--- src/rtl/down_counter_timer_pkg.sv ---
// Shared types and constants for the down-counting timer.
package down_counter_timer_pkg;

  localparam int DEFAULT_WIDTH = 4;

  typedef enum logic [1:0] {
    IDLE   = 2'd0,
    RUN    = 2'd1,
    PAUSED = 2'd2
  } state_e;

endpackage

--- src/rtl/down_counter_timer_dcnt_cell.sv ---
// One bit of the registered decrementer: synchronous reset, parallel load,
// borrow-chained decrement, otherwise hold.
module dcnt_cell (
  input  logic clk,
  input  logic reset,
  input  logic ld,
  input  logic d,
  input  logic dec_en,
  input  logic borrow_in,
  output logic q,
  output logic borrow_out
);

  // A bit borrows onward only when it is already 0 and must flip to 1.
  assign borrow_out = borrow_in & ~q;

  // NOTE: sequential state uses non-blocking assignments so every flop samples
  // pre-edge values regardless of process evaluation order.
  always_ff @(posedge clk) begin
    if (reset) begin
      q <= 1'b0;
    end else if (ld) begin
      q <= d;
    end else if (dec_en) begin
      q <= q ^ borrow_in;
    end
  end

endmodule

--- src/rtl/down_counter_timer.sv ---
// Down-counting timer with load, start, level pause, terminal-count pulse and
// optional auto-reload from the last loaded value.
module down_counter_timer
  import down_counter_timer_pkg::*;
#(
  parameter int WIDTH       = DEFAULT_WIDTH,
  parameter bit AUTO_RELOAD = 1'b0
) (
  input  logic             clk,
  input  logic             reset,
  input  logic             load,
  input  logic [WIDTH-1:0] load_val,
  input  logic             start,
  input  logic             pause,
  output logic [WIDTH-1:0] q,
  output logic             busy,
  output logic             zero,
  output logic             done
);

  state_e           state, state_next;
  logic [WIDTH-1:0] reload_reg;
  logic             done_next;
  logic             dec;
  logic             reload;
  logic             cell_ld;
  logic [WIDTH-1:0] cell_d;
  logic [WIDTH:0]   borrow;

  // NOTE: every signal written here gets a default first, so no path can
  // leave one unassigned and infer a latch.
  always_comb begin
    state_next = state;
    done_next  = 1'b0;
    dec        = 1'b0;
    reload     = 1'b0;
    if (!load) begin
      unique case (state)
        IDLE: begin
          if (start) begin
            if (q != '0) state_next = RUN;
            else         done_next  = 1'b1;
          end
        end
        RUN: begin
          if (pause) begin
            state_next = PAUSED;
          end else if (q == '0) begin
            state_next = IDLE;
          end else begin
            dec = 1'b1;
            if (q == WIDTH'(1)) begin
              done_next = 1'b1;
              // A zero reload value would spin forever at zero; treat as one-shot.
              if (AUTO_RELOAD && reload_reg != '0) reload     = 1'b1;
              else                                 state_next = IDLE;
            end
          end
        end
        PAUSED: begin
          if (!pause) state_next = RUN;
        end
        default: state_next = IDLE;
      endcase
    end
  end

  always_ff @(posedge clk) begin
    if (reset) begin
      state      <= IDLE;
      reload_reg <= '0;
      done       <= 1'b0;
    end else begin
      state <= load ? IDLE : state_next;
      done  <= done_next;
      if (load) reload_reg <= load_val;
    end
  end

  assign cell_ld   = load | reload;
  assign cell_d    = load ? load_val : reload_reg;
  assign borrow[0] = 1'b1;

  for (genvar i = 0; i < WIDTH; i++) begin : g_bit
    dcnt_cell u_cell (
      .clk       (clk),
      .reset     (reset),
      .ld        (cell_ld),
      .d         (cell_d[i]),
      .dec_en    (dec),
      .borrow_in (borrow[i]),
      .q         (q[i]),
      .borrow_out(borrow[i+1])
    );
  end

  assign busy = (state != IDLE);
  assign zero = (q == '0);

endmodule

--- config.mk ---
export PLATFORM = sky130hd
export DESIGN_NAME = down_counter_timer
export DESIGN_NICKNAME = d
export VERILOG_FILES = /design/src/rtl/down_counter_timer_pkg.sv /design/src/rtl/down_counter_timer_dcnt_cell.sv /design/src/rtl/down_counter_timer.sv
export SDC_FILE = /design/constraint.sdc
export NUM_CORES = 1
export LEC_CHECK = 0
export ABC_AREA = 1
export BUFFER_PORTS_ARGS = -buffer_cell sky130_fd_sc_hd__buf_2
export CAP_MARGIN = 40
export CORE_AREA = 2 2 39 41
export CTS_BUF_LIST = sky130_fd_sc_hd__clkbuf_4 sky130_fd_sc_hd__clkbuf_8 sky130_fd_sc_hd__clkbuf_16
export CTS_CLUSTER_SIZE = 25
export DETAILED_ROUTE_END_ITERATION = 8
export DIE_AREA = 0 0 41 43
export GPL_TIMING_DRIVEN = 0
export SLEW_MARGIN = 20
export SYNTH_ARGS = -nofsm -noshare
export SYNTH_HDL_FRONTEND = slang
export SYNTH_SLANG_ARGS = --single-unit
--- constraint.sdc ---
create_clock -name clk -period 4.05 [get_ports clk]
set_clock_uncertainty 0.05 [all_clocks]
set_input_delay 0.405 -clock clk [delete_from_list [all_inputs] [get_ports clk]]
set_output_delay 0.405 -clock clk [all_outputs]
set_load 0.005 [all_outputs]
# Word level (Yosys, flattened, before mapping)

Cells that the tools add are included.

Flip-flop bits (word level): 7
Input bits: 9
Output and inout port bits: 7
Word-level logic and storage cells: 53

Equality and inequality tests: 7
Muxes and demuxes: 25
Bitwise gates (word level): 8
Reduce and logical (&&, ||, !) cells: 7

Operators with widths:

| cell                                           | count |
|---|---|
| two-way mux 1 bit                              | 17 |
| two-way mux 2 bit                              | 6 |
| inequality test 2 bit (second input constant)  | 3 |
| case mux 2 bit (3 select lines)                | 1 |
| == test 4 x 1 -> 1 bit (second input constant) | 1 |
| logical NOT 4 bit                              | 1 |
| inequality test 4 bit (second input constant)  | 1 |
| AND reduction 4 bit                            | 1 |
| nonzero test 2 bit                             | 2 |
| nonzero test 4 bit                             | 1 |
| NOT 1 bit                                      | 3 |
| XOR 1 bit                                      | 3 |
| AND 1 bit                                      | 2 |
| == test 2 x 1 -> 1 bit (second input constant) | 1 |
| == test 2 bit (second input constant)          | 1 |
| logical NOT 2 bit                              | 1 |
| case mux 1 bit (2 select lines)                | 1 |
| OR reduction 2 bit                             | 1 |

# Logic depth before layout (Yosys ltp)

Gate-level depths: netlist (run 1).

Word-level depth: 7
Mapped depth: 9
Mapped depth without buffers: 9

# Cells and area by module

Synthesis (run 1) repeated with hierarchy kept, for this count alone.

Cells, all modules: 110
Area total of the unflattened synthesis: 659.4 um^2

By module, submodules not included:

| module             | times used | cells an instance | area each (um^2) | seq. area each (um^2) |
|---|---|---|---|---|
| down_counter_timer | 1          | 58                | 359.1            | 140.1 |
| dcnt_cell          | 4          | 13                | 75.1             | 20.0 |

# Worst setup path after synthesis (run 1)

No wires, ideal clock.

Path kind: reg-to-reg
Start point: register g_bit[0].u_cell.q
End point: register g_bit[3].u_cell.q
Library setup time: 0.115 ns
Arrival: 1.200 ns
Setup slack: 2.685 ns
Stages on the path, launching flop included: 10
Path buffers: 0
Period minus slack after synthesis: 1.365 ns
Cell sequence: dfxtp_1 -> inv_1 -> ha_1 -> ha_1 -> inv_1 -> nand2_1 -> nand3_1 -> nand2_1 -> a21oi_1 -> nor2_1

Cells in the longest elaborated chain, start to end: 6

Ends and longest elaborated chain:

| item                                                              | RTL line                                                     | text |
|---|---|---|
| start, declared                                                   | down_counter_timer_dcnt_cell.sv:10                           | `output logic q,` |
| start signal, assigned                                            | down_counter_timer_dcnt_cell.sv:25                           | `q <= q ^ borrow_in;` |
| logical NOT 4 bit or NOT 1 bit (tied branches)                    | --                                                           |  |
| two-way mux 1 bit or AND 1 bit (tied branches)                    | down_counter_timer.sv:48, down_counter_timer_dcnt_cell.sv:15 |  |
| two-way mux 1 bit or AND 1 bit (tied branches)                    | down_counter_timer.sv:46, down_counter_timer_dcnt_cell.sv:15 |  |
| two-way mux 1 bit or XOR 1 bit (tied branches)                    | down_counter_timer.sv:38, down_counter_timer_dcnt_cell.sv:25 |  |
| two-way mux 1 bit (on tied branches)                              | down_counter_timer.sv:37, down_counter_timer_dcnt_cell.sv:24 |  |
| nonzero test 2 bit (no line) or two-way mux 1 bit (tied branches) | --                                                           |  |
| end signal, assigned                                              | down_counter_timer_dcnt_cell.sv:25                           |  |
| end, declared                                                     | down_counter_timer_dcnt_cell.sv:10                           |  |

Several ways; a longest one is shown, not always the timed one. The select of a mux whose other input is x is not followed.
A chain may end at the register's enable or synchronous reset.

# Worst setup path in the final report (run 1)

Start point: register g_bit[0].u_cell.q
End point: output zero

Cells in the longest elaborated chain, start to end: 1

Ends and longest elaborated chain:

| item              | RTL line                 | text |
|---|---|---|
| logical NOT 4 bit | down_counter_timer.sv:98 | `assign zero = (q == '0);` |
| end, declared     | down_counter_timer.sv:17 | `output logic zero,` |

Every way passes these cells.

==> results.txt, run 1 <==
Max Cap Viol: 0
Setup Crit Path Kind: flop to output port
ranking of synthesized cells by area: dfxtp_1, nand2_1, inv_1
Slew Limit Fails: 0
Reg2Reg Setup Slack: 2560 ps
Antenna Cells: 0
vias after detailed routing: 508
HP Class: primary input to flop
measured slew at the worst slew-check pin: 255 ps
Num CTS Buffers: 3
die area: 0.00176 sq mm
hold path startpoint: reset
Hold Vio Cnt, Final: 0
FF-to-FF End: g_bit[3].u_cell.q
WHS Endpoint: done
met3 WL: 89 um
cells on worst reg2reg path: 9
synth unique cells: 15
H-tree depth: 1
Pwr Density: 317 mW/mm^2
initial antenna violation count: 0
Die H: 43 um
share of cells above drive strength 1: 0.297
DRT met1 WL: 480 um
fmax: 597 MHz
Startpoint Class: flop
sequential fraction of the synthesis area: 0.267
CP endpoint kind: output port
hold path cells: 4
fin nets: 114
RSZ-0062 raised after global routing: no
# DRC: 0
Post-Route WL: 1010 um
CP required: 3600 ps
drt initial violations: 11
CTS tree: built
most frequent cells in the layout: nand2_1, buf_2, inv_1
area share of the largest cell type after synthesis: 0.267
Crit path arrival time: 1220 ps
worst rel slew slack: 0.830
utilization after layout: 0.470
commonest non-fill, non-tap cell in the layout: nand2_1
Fillers: 149
CTS clock-pin slew for the worst setup and hold paths: 50 ps
Initial Util: 0.380
Min Hold Slack: 359 ps
max layer used: met4
Yosys top cell by area: dfxtp_1
Final TNS setup: 0 ps
metal2 WL: 423 um
# Post-CTS Setup Buffers: 0
pin count of the biggest net entering global routing: 11
Post-DP Area: 621 sq um
dpl hpwl: 783 um
post-route ant nets: 0
latest clock arrival within the worst-skew pair: 250 ps
port bufs: 15
post-CTS sizing: 0
Yosys reg bits: 7
wire per inst: 8.60 um
Mapped Nets: 94
IO Pins: 16
DR vias/cell: 4.34
Post-Syn Instances: 82
status: completed
Reg2Reg Launch Point: g_bit[0].u_cell.q
Ys Warns: 0
clock root buffer: clkbuf_4
Layout area overhead: 23.8%
Mapped Area: 526 sq um
hold_buf cts: 0
die extent in x: 41 um
FP Rows: 14
first-pass GRT wire length: 1640 um
Final Instance Area: 651 sq um
drt pass-1 iters: 4
maximum vdd drop: 0.203 mV
Setup-failing EPs final: 0
leakage: 0.000362 uW
GRT Total Usage: 0.140
GPL Wtd Cong: 0.784
CTS max path bufs: 2
minimum clock period after layout: 1680 ps
core box area: 0.00138 sq mm
vias in the first global route: 437
average size of a mapped cell: 6.41 sq um
total grt overflow: 0
Final period util: 0.414
worst-path maximum fanout: 5
Sink Count: 7
## synthesized netlist by cell type
library cell	instances
a211oi_1	1
a21oi_1	5
buf_4	4
dfxtp_1	7
ha_1	3
inv_1	12
inv_2	3
nand2_1	22
nand2_4	1
nand3_1	6
nand3_4	1
nor2_1	10
nor2_4	2
o21a_1	1
o21ai_0	4
## layout make-up
type	instances	area (sq um)	area share
multi-input cells	56	299	0.460
inverters	15	56.3	0.0865
well taps	16	20.0	0.0308
repair buffers	15	75.1	0.115
clock buffers	4	30.0	0.0462
flip-flops and latches	7	140	0.215
plain buffers	4	30.0	0.0462
## how the worst max path moves through the flow
stage / slack, ps / startpoint / to
after global routing: 2290 / g_bit[0].u_cell.q / zero
after detailed placement: 2570 / g_bit[0].u_cell.q / g_bit[2].u_cell.q
after CTS: 2350 / g_bit[0].u_cell.q / zero
after global placement: 2600 / g_bit[0].u_cell.q / g_bit[3].u_cell.q
final: 2370 / g_bit[0].u_cell.q / zero
after floorplan: 2690 / g_bit[0].u_cell.q / g_bit[3].u_cell.q
## critical path, cell delays in order, from the launching register on
cell     delay, ps
dfxtp_1        390
inv_1           60
ha_1           250
nand2_4        110
inv_2           40
buf_2          120
## per-layer routing
| layer | GRT usage | up-vias |
|---|---|---|
| li1 | - | 290 |
| met1 | 0.164 | 199 |
| met2 | 0.200 | 17 |
| met3 | 0.0785 | 2 |
| met4 | 0.0600 | 0 |
| met5 | 0 | - |
## metrics by stage
step,power (uW),setup WS [ps],instances
6_report,206,2370,117
5_1_grt,225,2290,117
4_1_cts,210,2350,117
3_5_place_dp,138,2570,113
3_3_place_gp,138,2600,113
2_1_floorplan,122,2690,82
## state kept, by name, indices dropped and copies added (netlist names)
signal / flops
done: 1
g_bit.u_cell.q: 4
state: 2
## power by group
| part | switching, uW | internal (uW) |
|---|---|---|
| logic | 31.2 | 26.8 |
| registers | 4.86 | 73.7 |
| clock network | 25.5 | 44.3 |
| total | 61.6 | 145 |
## kinds of logic (layout without fill, tap and decap cells)
logic type / count (synthesis) / count (layout) / synth area share
AOI/OAI and AO/OA: 11 / 11 / 0.114
adders and majority gates: 3 / 3 / 0.0714
buffers and inverters: 19 / 38 / 0.164
DFF: 7 / 7 / 0.267
and+or+nand+nor: 42 / 42 / 0.383
Power figures use the tool's default switching activity.
==> run 2: changes to the inputs <==
--- a/config.mk
+++ b/config.mk
@@ -14,6 +14,7 @@
 export DETAILED_ROUTE_END_ITERATION = 8
 export DIE_AREA = 0 0 41 43
 export GPL_TIMING_DRIVEN = 0
+export PLACE_DENSITY = 0.66
 export SLEW_MARGIN = 20
 export SYNTH_ARGS = -nofsm -noshare
 export SYNTH_HDL_FRONTEND = slang
==> constraint.sdc (replaced) <==
create_clock -name clk -period 1.5 [get_ports clk]
set_clock_uncertainty 0.05 [all_clocks]
set_input_delay 0.15 -clock clk [delete_from_list [all_inputs] [get_ports clk]]
set_output_delay 0.15 -clock clk [all_outputs]
set_load 0.005 [all_outputs]
==> run 2 against run 1 <==
  * Clock power increased to 2.7 times the previous value
  * Via count rose by 0.98%
  * Final cell count did not move
  * Worst hold slack worse by 250 ps
  * First-iteration DRC count fell by 73%
  * Power rose to 2.7 times the previous value
==> results.txt, run 2 (same netlist as run 1, synthesis figures left out) <==
critical-path cell list: inv_1, ha_2, ha_1, inv_1, nand2_1, nand3_1, nand2_1, a21oi_1, nor2_1
Reg with most FFs: g_bit.u_cell.q
pin count of the biggest net entering global routing: 11
worst-path maximum fanout: 5
measured slew at the worst slew-check pin: 251 ps
leakage: 0.000361 uW
Critical Path Source: g_bit[0].u_cell.q
Hold Vio Cnt, Final: 0
Crit path arrival time: 1480 ps
Startpoint Class: flop
Max Cap Viol: 0
clock root buffer: clkbuf_4
Num CTS Buffers: 3
Largest regs: g_bit.u_cell.q: 4 flops, state: 2 flops, done: 1 flops
initial antenna violation count: 0
hold_buf cts: 0
Final TNS setup: 0 ps
die area: 0.00176 sq mm
CTS tree: built
fmax: 724 MHz
RSZ-0062 raised after global routing: no
status: completed
drt pass-1 iters: 2
minimum clock period after layout: 1380 ps
Antenna Cells: 0
Post-Route WL: 978 um
first-pass GRT wire length: 1660 um
dpl hpwl: 784 um
HP Class: primary input to flop
Max stage delay on crit path: 360 ps
Setup-failing EPs final: 0
vias in the first global route: 424
post-CTS sizing: 0
Placed Cells: 113
Slew Limit Fails: 0
final non-filler cell total: 117
Layout area overhead: 24.5%
max reg flops: 4
FP Rows: 14
H-tree depth: 1
# DRC: 0
drt initial violations: 3
vias after detailed routing: 513
Fillers: 147
core box area: 0.00138 sq mm
fin nets: 114
CP endpoint kind: flop
Pwr Density: 855 mW/mm^2
hold path startpoint: reset
# Post-CTS Setup Buffers: 0
wire per inst: 8.36 um
worst rel slew slack: 0.833
Setup Crit Path Kind: flop to flop
die extent in x: 41 um
port bufs: 15
CTS clock-pin slew for the worst setup and hold paths: 50 ps
GRT Total Usage: 0.148
CTS max path bufs: 2
Initial Util: 0.380
Die H: 43 um
total grt overflow: 0
Final period util: 0.921
Worst path slowest cell: dfxtp_2
Reg2Reg Launch Point: g_bit[0].u_cell.q
most frequent cells in the layout: nand2_1, buf_2, inv_1
commonest non-fill, non-tap cell in the layout: nand2_1
maximum vdd drop: 0.508 mV
DR vias/cell: 4.38
GPL Wtd Cong: 0.759
CP required: 1590 ps
IO Pins: 16
post-route ant nets: 0
Sink Count: 7
share of cells above drive strength 1: 0.317
latest clock arrival within the worst-skew pair: 250 ps
run 2: cell counts in the layout (fill, tap and decap cells not counted):
Identical to the previous run, type by type.
run 2: path summary, 6_finish.rpt:
path         depth (start not counted)  slack, ps                 to
max                                  9        120  g_bit[3].u_cell.q
min                                  4        110               done
max reg2reg                          9        120  g_bit[3].u_cell.q
min reg2reg                          2        470  g_bit[0].u_cell.q
run 2: final cells by class:
cell class	count	area [sq um]	area share
multi-input cells	56	302	0.461
flip-flops and latches	7	141	0.216
repair buffers	15	75.1	0.115
inverters	15	56.3	0.0860
clock buffers	4	30.0	0.0459
plain buffers	4	30.0	0.0459
well taps	16	20.0	0.0306
run 2: through the flow:
stage	hold slack [ps]	total power, uW	worst slack, ps	area (sq um)	utilization
finish	108	560	119	654	0.473
floorplan	253	328	135	526	-
global placement	368	371	39.2	621	0.448
CTS	104	566	1.95	651	0.470
global route	126	605	16.3	654	0.473
detailed placement	374	374	13.6	621	0.448
run 2: per-layer routing:
metal / part of all wire / up-vias / track usage
li1: - / 289 / -
met5: 0 / - / 0
met3: 0.083 / 2 / 0.105
met1: 0.44 / 212 / 0.165
met2: 0.45 / 10 / 0.200
met4: 0.019 / 0 / 0.0800
run 2: worst max-delay path, delay by kind of cell, from the launching register on:
family | cells | cell delay, ps
fa+ha+maj | 2 | 420
flops | 1 | 360
simple gates | 4 | 210
compound gates | 1 | 120
buf+inv | 2 | 100
run 2: power by group:
| part | internal (uW) | total, uW | switching [uW] |
|---|---|---|---|
| clock | 120 | 188 | 68.9 |
| combinational | 74.0 | 158 | 83.8 |
| sequential | 200 | 213 | 13.8 |
| total | 393 | 560 | 166 |
